## config.mk

```make
export PLATFORM = sky130hd
export DESIGN_NAME = serial_bit_source_flat
export DESIGN_NICKNAME = d
export VERILOG_FILES = /design/src/rtl/serial_bit_source_if.sv /design/src/rtl/serial_bit_source.sv /design/src/flat_wrapper.sv
export SDC_FILE = /design/constraint.sdc
export NUM_CORES = 1
export LEC_CHECK = 0
export BUFFER_PORTS_ARGS = -buffer_cell sky130_fd_sc_hd__buf_2
export CAP_MARGIN = 20
export CORE_UTILIZATION = 52
export CTS_BUF_LIST = sky130_fd_sc_hd__clkbuf_2 sky130_fd_sc_hd__clkbuf_4 sky130_fd_sc_hd__clkbuf_8
export CTS_CLUSTER_SIZE = 24
export DETAILED_ROUTE_END_ITERATION = 8
export PLACE_DENSITY = 0.72
export SLEW_MARGIN = 20
export SYNTH_ARGS = -nofsm -noshare
export SYNTH_HDL_FRONTEND = slang
export SYNTH_SLANG_ARGS = --single-unit
```

## constraint.sdc

```tcl
create_clock -name clock -period 2.2 [get_ports clock]
set_input_delay 0.33 -clock clock [delete_from_list [all_inputs] [get_ports clock]]
set_output_delay 0.33 -clock clock [all_outputs]
set_load 0.005 [all_outputs]
```

## src/rtl/serial_bit_source_if.sv

```systemverilog
// Word-load handshake and serial output bundle for serial_bit_source.
// The master drives load/data_in; the slave (the serializer) drives the rest.
interface serial_bit_source_if #(
    parameter int WIDTH = 9
);
    localparam int IDX_W = $clog2(WIDTH);

    logic             load;
    logic [WIDTH-1:0] data_in;
    logic             ready;
    logic             xout;
    logic             bit_valid;
    logic [IDX_W-1:0] bit_idx;
    logic             done;

    modport master (
        output load, data_in,
        input  ready, xout, bit_valid, bit_idx, done
    );

    modport slave (
        input  load, data_in,
        output ready, xout, bit_valid, bit_idx, done
    );
endinterface

```

## src/rtl/serial_bit_source.sv

```systemverilog
// Parallel-to-serial source: shifts a WIDTH-bit word out MSB first on xout,
// holding each bit for DIV clocks, with back-to-back word support.
module serial_bit_source #(
    parameter int   WIDTH      = 9,
    parameter int   DIV        = 1,
    parameter logic IDLE_LEVEL = 1'b0
) (
    input logic                clock,
    input logic                resetn,
    serial_bit_source_if.slave sif
);
    localparam int               IDX_W    = $clog2(WIDTH);
    localparam logic [7:0]       DIV_LAST = 8'(DIV - 1);
    localparam logic [IDX_W-1:0] IDX_LAST = IDX_W'(WIDTH - 1);
    localparam logic [IDX_W-1:0] IDX_ONE  = IDX_W'(1);

    typedef enum logic {
        IDLE  = 1'b0,
        SHIFT = 1'b1
    } state_t;

    state_t           state, state_n;
    logic [WIDTH-1:0] shreg, shreg_n;
    logic [7:0]       div_cnt, div_n;
    logic [IDX_W-1:0] idx, idx_n;
    logic             xout_r, xout_n;
    logic             bv_r, bv_n;
    logic             done_r, done_n;

    logic last_cycle;
    logic ready;
    logic accept;

    // The final cycle of a word doubles as an accept slot so words can abut.
    assign last_cycle = (state == SHIFT) && (div_cnt == DIV_LAST) && (idx == IDX_LAST);
    assign ready      = (state == IDLE) || last_cycle;
    assign accept     = sif.load && ready;

    always_comb begin
        state_n = state;
        shreg_n = shreg;
        div_n   = div_cnt;
        idx_n   = idx;
        xout_n  = xout_r;
        bv_n    = 1'b0;
        done_n  = 1'b0;
        case (state)
            IDLE: begin
                xout_n = IDLE_LEVEL;
                if (accept) begin
                    state_n = SHIFT;
                    shreg_n = sif.data_in;
                    xout_n  = sif.data_in[WIDTH-1];
                    idx_n   = '0;
                    div_n   = '0;
                    bv_n    = 1'b1;
                end
            end
            SHIFT: begin
                if (div_cnt != DIV_LAST) begin
                    div_n = div_cnt + 8'd1;
                end else if (idx != IDX_LAST) begin
                    // Rotate rather than shift so the register stays fully used.
                    shreg_n = {shreg[WIDTH-2:0], shreg[WIDTH-1]};
                    xout_n  = shreg[WIDTH-2];
                    idx_n   = idx + IDX_ONE;
                    div_n   = '0;
                    bv_n    = 1'b1;
                end else begin
                    done_n = 1'b1;
                    div_n  = '0;
                    idx_n  = '0;
                    if (accept) begin
                        shreg_n = sif.data_in;
                        xout_n  = sif.data_in[WIDTH-1];
                        bv_n    = 1'b1;
                    end else begin
                        state_n = IDLE;
                        xout_n  = IDLE_LEVEL;
                    end
                end
            end
            default: state_n = IDLE;
        endcase
    end

    // Register stage: every output leaves from a flop, none from load.
    always_ff @(posedge clock or negedge resetn) begin
        if (!resetn) begin
            state   <= IDLE;
            shreg   <= '0;
            div_cnt <= '0;
            idx     <= '0;
            xout_r  <= IDLE_LEVEL;
            bv_r    <= 1'b0;
            done_r  <= 1'b0;
        end else begin
            state   <= state_n;
            shreg   <= shreg_n;
            div_cnt <= div_n;
            idx     <= idx_n;
            xout_r  <= xout_n;
            bv_r    <= bv_n;
            done_r  <= done_n;
        end
    end

    assign sif.ready     = ready;
    assign sif.xout      = xout_r;
    assign sif.bit_valid = bv_r;
    assign sif.bit_idx   = idx;
    assign sif.done      = done_r;
endmodule
```

## src/flat_wrapper.sv

```systemverilog
// flat-port wrapper written by rule: the top's interface ports become plain ports
module serial_bit_source_flat 
#(
    parameter int   WIDTH      = 9,
    parameter int   DIV        = 1,
    parameter logic IDLE_LEVEL = 1'b0
)
  (clock, resetn, sif_load, sif_data_in, sif_ready, sif_xout, sif_bit_valid, sif_bit_idx, sif_done);
  serial_bit_source_if #(.WIDTH(WIDTH)) sif_i ();
  input logic clock;
  input logic resetn;
  input wire logic [$bits(sif_i.load)-1:0] sif_load;
  input wire logic [$bits(sif_i.data_in)-1:0] sif_data_in;
  output wire logic [$bits(sif_i.ready)-1:0] sif_ready;
  output wire logic [$bits(sif_i.xout)-1:0] sif_xout;
  output wire logic [$bits(sif_i.bit_valid)-1:0] sif_bit_valid;
  output wire logic [$bits(sif_i.bit_idx)-1:0] sif_bit_idx;
  output wire logic [$bits(sif_i.done)-1:0] sif_done;
  assign sif_i.load = sif_load;
  assign sif_i.data_in = sif_data_in;
  assign sif_ready = sif_i.ready;
  assign sif_xout = sif_i.xout;
  assign sif_bit_valid = sif_i.bit_valid;
  assign sif_bit_idx = sif_i.bit_idx;
  assign sif_done = sif_i.done;
  serial_bit_source #(.WIDTH(WIDTH), .DIV(DIV), .IDLE_LEVEL(IDLE_LEVEL)) u_core (.clock(clock), .resetn(resetn), .sif(sif_i));
endmodule
```

==> impl_metrics.toml <==
[status]
status = "finished clean"

[power_and_ir_drop]
power.share.sequential_pct = 49.2
swShare_pct = 37.8
powerDensity_nw_per_um2 = 1190
combPwrFrac_pct = 38.2
ir_drop_mv = 0.705
p_leak_nw = 0.649
p_clk_share_pct = 12.6
p_int_w = 0.00103
switching_power_w = 0.000624

[die]
initial_core_util_pct = 55.5
coreArea_sq_um = 2230
die_area_sq_um = 2580
ioPinCount = 20
num_rows = 17
die_w_um = 50.8
fp.dieH_um = 50.8

[worst_setup_path]
crit_fanout = 9
r2r_cells = 6
arrival_ns = 1.72
rrSetupSlack_ns = 0.51
worstPathRequired_ns = 1.87
cp-end-kind = "primary output"
worstSetupPathType = "reg -> out"
startpoint_type = "flop"

[timing]
period_share_pct = 93.3
slew_violations = 0
setup_tns_ns = 0
setup_viol = 0
finClkSkew_ns = 0.00145
tightest_slew_ns = 0.551
slew_headroom_pct = 63.3
hold_viol = 0
rsz0062_at_grt = "no"
fin_crit_ns = 2.05
fmax_mhz = 487

[clock_tree]
cts_inserted_buffers = 3
clk_latency_ns = 0.32
clk_transition_reported_paths_ns = 0.14
root_buffer = "clkbuf_4"
clk_path_buf_depth = 2
htreeDepth = 1
cts_sinks = 25
cts_tree = "done"

[routing]
drtPass1Iterations = 4
drc = 0
ant_nets = 0
wl_per_cell_um = 13.6
viasPerCell = 5.77
first_iter_violations = 11
dr_total_vias = 946
postRouteWirelength_um = 2220

[logic_synthesis]
netlist_area_sq_um = 1240
syn_nets = 131
seq_area_frac_synth_pct = 50.5
syn_avg_cell_area_sq_um = 10.8
synth_cells = 115
yosys_warnings = 0
ys_ff_latch = 25
synth.distinct_cells = 33

[cells_and_area]
final_layout_size_suffix_gt1_share_pct = 23.5
fillCellCount = 195
antennaDiodeCount = 0
areaGrowthSynthToFinish_pct = 12.4
layout.nets = 153
final_common_cell = "dfrtp_1"
stdcell_area_sq_um = 1390
final_cell_mix = "25 x dfrtp_1, 19 x buf_2, 9 x nor2_1, 9 x a22oi_1, 9 x o2bb2ai_1"

[global_routing]
grt_util_all_layers_pct = 20.3
grt_pass1_vias = 907
overflow = 0
grt_max_degree = 26
grt_pass1_wl_um = 3900
antenna_found_initial = 0

[flow_run]
maxCapViolCount = 0

[hold_path]
min_path_type = "in -> reg"
holdPathStages = 2

[placed_design]
place_congestion = 0.795
port_buffers = 19
dp_hpwl_um = 1580
dpl-instance-area_sq_um = 1350
==> cell families after synthesis <==
logic type	count (synthesis)	share of synthesized area [%]
simple gates	39	17.4
compound gates	30	19.6
flops	25	50.5
buf+inv	11	3.94
xor+xnor	4	2.83
fa+ha+maj	4	4.04
mux	2	1.72
==> cells in the mapped netlist <==
library cell   n  share of area [%]
xnor2_1        2                1.4
buf_2          3                1.2
dfrtp_1       25                 51
ha_1           4                4.0
nand2b_1       2                1.0
and2_1         1               0.51
and3_1         2                1.0
or2_2          1               0.51
buf_4          1               0.61
nor3_1         2               0.81
o31ai_1        1               0.61
nor3_2         1               0.81
a21oi_1        1               0.40
a22oi_1        9                5.5
nand2_1        7                2.1
a31oi_1        1               0.51
mux2i_1        1               0.81
nand3b_1       1               0.61
nor2_1         9                2.7
nor4b_4        1                1.9
or3_1          1               0.51
o21bai_4       1                1.5
nand3_1        7                2.8
xor2_1         2                1.4
o211ai_1       1               0.61
o22ai_1        1               0.51
o21a_1         1               0.61
nand4_1        4                2.0
o2bb2ai_1      9                6.4
inv_1          7                2.1
o21ai_0        3                1.2
mux2_2         1               0.91
a21boi_2       2                1.8
==> worst max-delay path, cell delays in order, from the launching register on <==
cell	delay [ns]
dfrtp_1	0.42
inv_1	0.06
ha_1	0.19
nor4b_4	0.14
a21boi_2	0.37
nor2_1	0.09
buf_2	0.13
==> flip-flops by register name (all words and copies together), names as in the netlist <==
name,count
u_core.div_cnt,8
u_core.shreg,9
u_core.sif.bit_idx,4
u_core.sif.bit_valid,1
u_core.sif.done,1
u_core.sif.xout,1
u_core.state,1
==> per-stage QoR <==
step	setup slack (ns)	hold slack, ns	std cells	total power, W	utilization, %
after floorplan	0.546	0.0344	115	0.00129	-
final	0.147	0.292	164	0.00165	62.4
after CTS	0.123	0.292	164	0.00167	62.4
after detailed placement	0.352	0.356	159	0.00146	60.6
after global routing	0.0133	0.306	164	0.00180	62.4
after global placement	0.402	0.350	159	0.00143	60.6
==> final cells by class <==
class | count | area (sq um) | share of cell area [%]
sequential | 25 | 626 | 44.9
multi-input combinational | 79 | 566 | 40.6
timing repair buffer | 21 | 113 | 8.09
tap | 28 | 35.0 | 2.52
inverter | 7 | 26.3 | 1.89
clock buffer | 3 | 22.5 | 1.62
clock inverter | 1 | 5.00 | 0.359
==> timing repair <==
item / in CTS / in global routing
setup endpoints to repair: 1 / 0
hold buffers: 1 / 0
hold endpoints to repair: 25 / 0
gates resized for setup: 1 / 0
setup buffers: 0 / 0
==> per-layer routing <==
layer | share of wire (%) | wire length [um] | track usage, %
met5 | 0 | 0 | 0
met3 | 2.7 | 61 | 3.64
met2 | 48 | 1070 | 33.3
met4 | 1.0 | 23 | 8.33
met1 | 48 | 1060 | 26.5
==> power by group through the flow <==
stage / Clock (W) / Combinational (W) / Sequential (W)
global placement: 0 / 0.000610 / 0.000816
finish: 0.000208 / 0.000631 / 0.000813
CTS: 0.000216 / 0.000638 / 0.000814
detailed placement: 0 / 0.000634 / 0.000822
floorplan: 0 / 0.000495 / 0.000792
global route: 0.000228 / 0.000724 / 0.000843
==> path summary, 6_finish.rpt <==
kind / startpoint / endpoint
setup / recovery: u_core.div_cnt[0]$_DFFE_PN0P_ / sif_ready
hold / removal: sif_load / u_core.div_cnt[1]$_DFFE_PN0P_
setup reg to reg: u_core.div_cnt[0]$_DFFE_PN0P_ / u_core.sif.xout$_DFFE_PN0P_
hold reg to reg: u_core.shreg[1]$_DFFE_PN0P_ / u_core.shreg[1]$_DFFE_PN0P_
max in group asynchronous: resetn / u_core.div_cnt[7]$_DFFE_PN0P_
min in group asynchronous: resetn / u_core.sif.bit_idx[3]$_DFFE_PN0P_
Note: power is estimated with default switching activity, not from simulation.
